`src/rtl/alu_nibble_seq_pkg.sv`:
```
// Shared types and constants for the nibble-serial ALU: FSM states,
// adder slice width and the add/subtract opcode values.
package alu_nibble_seq_pkg;

  localparam int NIBBLE_W = 4;

  localparam logic OP_ADD = 1'b0;
  localparam logic OP_SUB = 1'b1;

  typedef enum logic [1:0] {
    IDLE = 2'd0,
    LO   = 2'd1,
    HI   = 2'd2,
    DONE = 2'd3
  } state_e;

endpackage

```
`src/rtl/alu_nibble_seq_if.sv`:
```
// CPU-bus side of the nibble-serial ALU: operand loads, op request and
// the registered result/flag/operand readback.
interface alu_nibble_seq_if #(
  parameter int DATA_W = 8
);
  logic [DATA_W-1:0] bus_in;
  logic              load_a;
  logic              load_b;
  logic              start;
  logic              sub;
  logic              busy;
  logic              done;
  logic [DATA_W-1:0] result;
  logic              carry_flag;
  logic              zero_flag;
  logic [DATA_W-1:0] a_out;
  logic [DATA_W-1:0] b_out;

  modport master (
    output bus_in, load_a, load_b, start, sub,
    input  busy, done, result, carry_flag, zero_flag, a_out, b_out
  );

  modport slave (
    input  bus_in, load_a, load_b, start, sub,
    output busy, done, result, carry_flag, zero_flag, a_out, b_out
  );
endinterface

```
`src/rtl/alu_nibble_seq_adder.sv`:
```
// N-bit ripple-carry adder shared by both nibbles of the sequencer.
module adder #(
  parameter int N = 4
) (
  input  logic [N-1:0] A,
  input  logic [N-1:0] B,
  input  logic         C0,
  output logic [N-1:0] S,
  output logic         CN
);

  logic carry;

  // Carry is rippled through a blocking variable so the chain stays inside one process.
  always_comb begin
    S     = '0;
    carry = C0;
    for (int i = 0; i < N; i++) begin
      S[i]  = A[i] ^ B[i] ^ carry;
      carry = (A[i] & B[i]) | (carry & (A[i] ^ B[i]));
    end
    CN = carry;
  end

endmodule

```
`src/rtl/alu_nibble_seq.sv`:
```
// 8-bit add/subtract built from one 4-bit adder run over two cycles
// (low nibble, then high nibble), with operand and result/flag registers.
module alu_nibble_seq #(
  parameter int DATA_W   = 8,
  parameter int NIBBLE_W = alu_nibble_seq_pkg::NIBBLE_W
) (
  input  logic             clk,
  input  logic             rst,
  alu_nibble_seq_if.slave  bus
);
  import alu_nibble_seq_pkg::*;

  generate
    if (DATA_W != 2 * NIBBLE_W) begin : g_bad_width
      $error("alu_nibble_seq: DATA_W must equal 2*NIBBLE_W");
    end
  endgenerate

  state_e state_q, state_d;

  logic [DATA_W-1:0]   a_q;
  logic [DATA_W-1:0]   b_q;
  logic [DATA_W-1:0]   result_q;
  logic                carry_q;
  logic                carry_flag_q;
  logic                zero_flag_q;
  logic                sub_q;
  logic                accept_start;

  logic [NIBBLE_W-1:0] add_a;
  logic [NIBBLE_W-1:0] add_b;
  logic [NIBBLE_W-1:0] add_s;
  logic                add_c0;
  logic                add_cn;

  always_ff @(posedge clk) begin
    if (rst) begin
      state_q <= IDLE;
    end else begin
      state_q <= state_d;
    end
  end

  always_comb begin
    state_d      = state_q;
    accept_start = 1'b0;
    case (state_q)
      IDLE: begin
        if (bus.start) begin
          state_d      = LO;
          accept_start = 1'b1;
        end
      end
      LO:      state_d = HI;
      HI:      state_d = DONE;
      DONE:    state_d = IDLE;
      default: state_d = IDLE;
    endcase
  end

  // Subtraction is A + ~B + 1: invert the B slice, and inject the +1 as the low-nibble carry-in.
  always_comb begin
    add_a  = a_q[NIBBLE_W-1:0];
    add_b  = b_q[NIBBLE_W-1:0] ^ {NIBBLE_W{sub_q}};
    add_c0 = (sub_q == OP_SUB);
    if (state_q == HI) begin
      add_a  = a_q[DATA_W-1:NIBBLE_W];
      add_b  = b_q[DATA_W-1:NIBBLE_W] ^ {NIBBLE_W{sub_q}};
      add_c0 = carry_q;
    end
  end

  adder #(
    .N (NIBBLE_W)
  ) u_adder (
    .A  (add_a),
    .B  (add_b),
    .C0 (add_c0),
    .S  (add_s),
    .CN (add_cn)
  );

  always_ff @(posedge clk) begin
    if (rst) begin
      a_q          <= '0;
      b_q          <= '0;
      result_q     <= '0;
      carry_q      <= 1'b0;
      carry_flag_q <= 1'b0;
      zero_flag_q  <= 1'b0;
      sub_q        <= OP_ADD;
    end else begin
      case (state_q)
        IDLE: begin
          if (bus.load_a) a_q <= bus.bus_in;
          if (bus.load_b) b_q <= bus.bus_in;
          if (accept_start) sub_q <= bus.sub;
        end
        LO: begin
          result_q[NIBBLE_W-1:0] <= add_s;
          carry_q                <= add_cn;
        end
        HI: begin
          result_q[DATA_W-1:NIBBLE_W] <= add_s;
          carry_flag_q                <= add_cn;
          zero_flag_q                 <= ({add_s, result_q[NIBBLE_W-1:0]} == '0);
        end
        default: ;
      endcase
    end
  end

  assign bus.busy       = (state_q == LO) || (state_q == HI);
  assign bus.done       = (state_q == DONE);
  assign bus.result     = result_q;
  assign bus.carry_flag = carry_flag_q;
  assign bus.zero_flag  = zero_flag_q;
  assign bus.a_out      = a_q;
  assign bus.b_out      = b_q;

endmodule

```
`src/flat_wrapper.sv`:
```
// flat-port wrapper written by rule: the top's interface ports become plain ports
module alu_nibble_seq_flat import alu_nibble_seq_pkg::*;
#(
  parameter int DATA_W   = 8,
  parameter int NIBBLE_W = alu_nibble_seq_pkg::NIBBLE_W
)
  (clk, rst, bus_bus_in, bus_load_a, bus_load_b, bus_start, bus_sub, bus_busy, bus_done, bus_result, bus_carry_flag, bus_zero_flag, bus_a_out, bus_b_out);
  alu_nibble_seq_if #(.DATA_W(DATA_W)) bus_i ();
  input  logic clk;
  input  logic rst;
  input wire logic [$bits(bus_i.bus_in)-1:0] bus_bus_in;
  input wire logic [$bits(bus_i.load_a)-1:0] bus_load_a;
  input wire logic [$bits(bus_i.load_b)-1:0] bus_load_b;
  input wire logic [$bits(bus_i.start)-1:0] bus_start;
  input wire logic [$bits(bus_i.sub)-1:0] bus_sub;
  output wire logic [$bits(bus_i.busy)-1:0] bus_busy;
  output wire logic [$bits(bus_i.done)-1:0] bus_done;
  output wire logic [$bits(bus_i.result)-1:0] bus_result;
  output wire logic [$bits(bus_i.carry_flag)-1:0] bus_carry_flag;
  output wire logic [$bits(bus_i.zero_flag)-1:0] bus_zero_flag;
  output wire logic [$bits(bus_i.a_out)-1:0] bus_a_out;
  output wire logic [$bits(bus_i.b_out)-1:0] bus_b_out;
  assign bus_i.bus_in = bus_bus_in;
  assign bus_i.load_a = bus_load_a;
  assign bus_i.load_b = bus_load_b;
  assign bus_i.start = bus_start;
  assign bus_i.sub = bus_sub;
  assign bus_busy = bus_i.busy;
  assign bus_done = bus_i.done;
  assign bus_result = bus_i.result;
  assign bus_carry_flag = bus_i.carry_flag;
  assign bus_zero_flag = bus_i.zero_flag;
  assign bus_a_out = bus_i.a_out;
  assign bus_b_out = bus_i.b_out;
  alu_nibble_seq #(.DATA_W(DATA_W), .NIBBLE_W(NIBBLE_W)) u_core (.clk(clk), .rst(rst), .bus(bus_i));
endmodule
```
`config.mk`:
```
export PLATFORM = sky130hd
export DESIGN_NAME = alu_nibble_seq_flat
export DESIGN_NICKNAME = d
export VERILOG_FILES = /design/src/rtl/alu_nibble_seq_pkg.sv /design/src/rtl/alu_nibble_seq_if.sv /design/src/rtl/alu_nibble_seq_adder.sv /design/src/rtl/alu_nibble_seq.sv /design/src/flat_wrapper.sv
export SDC_FILE = /design/constraint.sdc
export NUM_CORES = 1
export LEC_CHECK = 0
export ABC_AREA = 1
export CAP_MARGIN = 10
export CORE_ASPECT_RATIO = 0.6
export CORE_MARGIN = 2
export CORE_UTILIZATION = 51
export CTS_BUF_LIST = sky130_fd_sc_hd__clkbuf_8
export CTS_CLUSTER_DIAMETER = 150
export DETAILED_ROUTE_END_ITERATION = 8
export GPL_ROUTABILITY_DRIVEN = 0
export PLACE_DENSITY_LB_ADDON = 0.05
export SLEW_MARGIN = 20
export SYNTH_ARGS = -nofsm -noshare
export SYNTH_HDL_FRONTEND = slang
export SYNTH_SLANG_ARGS = --single-unit
```
`constraint.sdc`:
```
create_clock -name clk -period 7.2 [get_ports clk]
set_input_delay 1.44 -clock clk [delete_from_list [all_inputs] [get_ports clk]]
set_output_delay 1.44 -clock clk [all_outputs]
set_load 0.02 [all_outputs]
```
==> metrics.txt <==
Final ANT Viol Nets 0; final worst slack 3.33 ns; Post-Syn Nets 199; worst reg2reg setup slack 3.33 ns; Post-synth EDFFs 0; grt total ovfl 0; vias in the first global route 1184; largest net degree at the start of global routing 31; drt drc 0; global-route wire length before repair 5720 µm; layout cells sized above 1 0.0548; M2 GR Usage 0.393; Num Clock Sinks 30; unrepaired setup endpoints after global routing no; vias post-DR 1314; Worst Path Max Fanout 21; worst skew pair latency 0.28 ns; post-DP HPWL 2660 µm; post-synth cell types 20; Tcrit/Tclk final 0.537; Crit. End Element flop; total track usage 0.246; H-tree depth 2; Max Freq 0.259 GHz; min-delay src u_core.bus.carry_flag; Peak VDD IR 0.000214 V; num ports 42; post-cts resize count 0; R2R cell count 17; Slew HR 0.273; routed len/inst 14.7 µm; Vias/cell 5.24; ANT cells 0; cell chain of the critical path inv_1 > ha_1 > inv_1 > nand2_1 > nand2_1 > xor2_1 > fa_1 > inv_1 > fa_1 > fa_1 > inv_1 > fa_1 > inv_1 > nand2_1 > nor2_1 > nand2_1 > a21oi_1; Sequential Area 601 µm²; CTS Buffer Depth 2; Synth Register Bits 30; setup violators final 0; met1 GRT Util 0.334; die height 44.2 µm; WP buf/inv 5; Syn-to-layout area delta 37.3%; area of the multi-input gates 684 µm²; Pwr Density 405 nW/µm²; crit path launch u_core.state_q[0]; crit path kind flop to flop; Max-cap violations 0; synthesized instance count 176; clk slew on worst S/H paths 0.06 ns; Seq/Total Area, Yosys 0.437; Starting Density 0.541; yosys synthesis warning count 0; Worst setup SP type flop; Worst path slowest cell ha_1; FILL cells 198; Mapped Area 1370 µm²; Pins Over Slew Limit 0; CP delay by family, top adder cells; grt met3 use 0.0638; Hold Fails Final Rpt 0; top_reg_cell synth dfxtp_1; Die Wd 71.0 µm; initial antenna violation count 0; Pre-antenna DRT Iters 4; CTS tree yes; Setup Skew 0.00555 ns; worst endpoint data arrival time 4.04 ns; CP dominant cell by count inv_1; worst r2r src u_core.state_q[0]; Setup TNS 0 ns; Port Buffers 41; DIE AREA 3140 µm²; Crit path largest cell delay 0.65 ns; Pleak 0.763 nW; Final Critical Period 3.87 ns; Hold Path Sink u_core.bus.carry_flag; Async SR Flop Fraction 0; hold crit path type flop to flop; R2R Path End u_core.bus.zero_flag; Root Buffer clkbuf_8; initial drt markers 101; status finished, final reports clean; DP Worst Slack 3.40 ns; total wire length 3700 µm; post-CTS setup buffers 0; Num CTS Buffers 5; busiest grt layer met2; WHS Path Cells 2; utilization after layout 0.743; Post-CTS Hold Buffers 0; syn_area_per_cell 7.81 µm²; Core Footprint 2540 µm²; Nets 241; CP Data Required Time 7.38 ns; Worst Tran Pin Value 1.09 ns; Row Count 14
[how the worst max path moves through the flow]
stage / slack [ns] / cells after the start / endpoint
after floorplan: 4.25 / 17 / u_core.bus.zero_flag
after global placement: 3.60 / 17 / u_core.bus.zero_flag
after detailed placement: 3.40 / 17 / u_core.bus.zero_flag
after CTS: 3.36 / 17 / u_core.bus.zero_flag
after global routing: 3.02 / 17 / u_core.bus.zero_flag
final: 3.33 / 17 / u_core.bus.zero_flag
[worst reg2reg max path: stages, from the launching register on]
cell	delay (ns)
dfxtp_1	0.34
inv_1	0.12
ha_1	0.65
inv_1	0.33
nand2_1	0.12
nand2_1	0.06
xor2_1	0.18
fa_1	0.21
inv_1	0.05
fa_1	0.39
fa_1	0.38
inv_1	0.08
fa_1	0.40
inv_1	0.11
nand2_1	0.06
nor2_1	0.09
nand2_1	0.06
a21oi_1	0.14
[sequential cells by signal, summed over array words and instances, names as in the netlist]
signal and cells:
u_core.state_q 2, u_core.bus.carry_flag 1, u_core.bus.b_out 8, u_core.bus.result 8
u_core.sub_q 1, u_core.carry_q 1, u_core.bus.a_out 8, u_core.bus.zero_flag 1
[layer usage]
layer	wire, µm	share of wire
met1	1800	0.49
met2	1700	0.46
met4	17	0.0046
met3	183	0.050
met5	0	0
[layout by cell type (no fill, tap or decap)]
| cell type | n |
|---|---|
| mux2i_1 | 2 |
| clkbuf_8 | 6 |
| clkinv_2 | 1 |
| a21oi_1 | 18 |
| nor2_2 | 1 |
| dfxtp_1 | 30 |
| nand3_1 | 1 |
| inv_2 | 2 |
| nand2_1 | 59 |
| nor3_1 | 3 |
| nor2_1 | 13 |
| nand2_2 | 2 |
| a211oi_1 | 10 |
| clkdlybuf4s50_1 | 41 |
| inv_1 | 15 |
| o21ai_0 | 1 |
| xor2_1 | 4 |
| ha_1 | 5 |
| fa_1 | 4 |
| nor3b_1 | 1 |
[metrics by stage]
stage | area [µm²] | std cells | hold WS (ns) | total power (W)
2_1_floorplan | 1370 | 176 | 0.456 | 0.000483
3_3_place_gp | 1800 | 243 | 0.469 | 0.000605
3_5_place_dp | 1800 | 243 | 0.463 | 0.000621
4_1_cts | 1890 | 251 | 0.475 | 0.000760
5_1_grt | 1890 | 251 | 0.499 | 0.000809
6_report | 1890 | 251 | 0.472 | 0.000763
[cells in the mapped netlist (3+ instances only)]
| cell type | n | area share |
|---|---|---|
| a211oi_1 | 10 | 0.055 |
| nor2_1 | 13 | 0.036 |
| dfxtp_1 | 30 | 0.44 |
| xor2_1 | 4 | 0.025 |
| nand2_1 | 59 | 0.16 |
| clkbuf_1 | 3 | 0.0082 |
| ha_1 | 5 | 0.046 |
| inv_1 | 14 | 0.038 |
| a21oi_1 | 18 | 0.066 |
| fa_1 | 4 | 0.058 |
| nor3_1 | 3 | 0.011 |
[cells by family (layout without fill, tap and decap cells)]
kind of cell,count (synthesis),in the layout,share of synthesized area
muxes,2,2,0.0146
AOI/OAI and AO/OA,29,29,0.124
xor gates and xnor gates,4,4,0.0255
adders and majority gates,9,9,0.104
buffers and inverters,22,65,0.0647
DFF,30,30,0.437
and+or+nand+nor,80,80,0.230
[layout make-up]
cell class	instances	share of cell area
Clock buffer	6	0.0438
Clock inverter	2	0.00464
Inverter	16	0.0318
Multi-Input combinational cell	124	0.363
Sequential cell	30	0.318
Tap cell	32	0.0212
Timing Repair Buffer	41	0.218
[report_power, final]
| group | internal (W) | total, W | leakage (nW) | switching [W] |
|---|---|---|---|---|
| clock network | 0.0000755 | 0.000137 | 0.0524 | 0.0000613 |
| logic | 0.000154 | 0.000380 | 0.465 | 0.000226 |
| registers | 0.000211 | 0.000246 | 0.246 | 0.0000357 |
No activity file was read; power rests on OpenSTA's default activity.
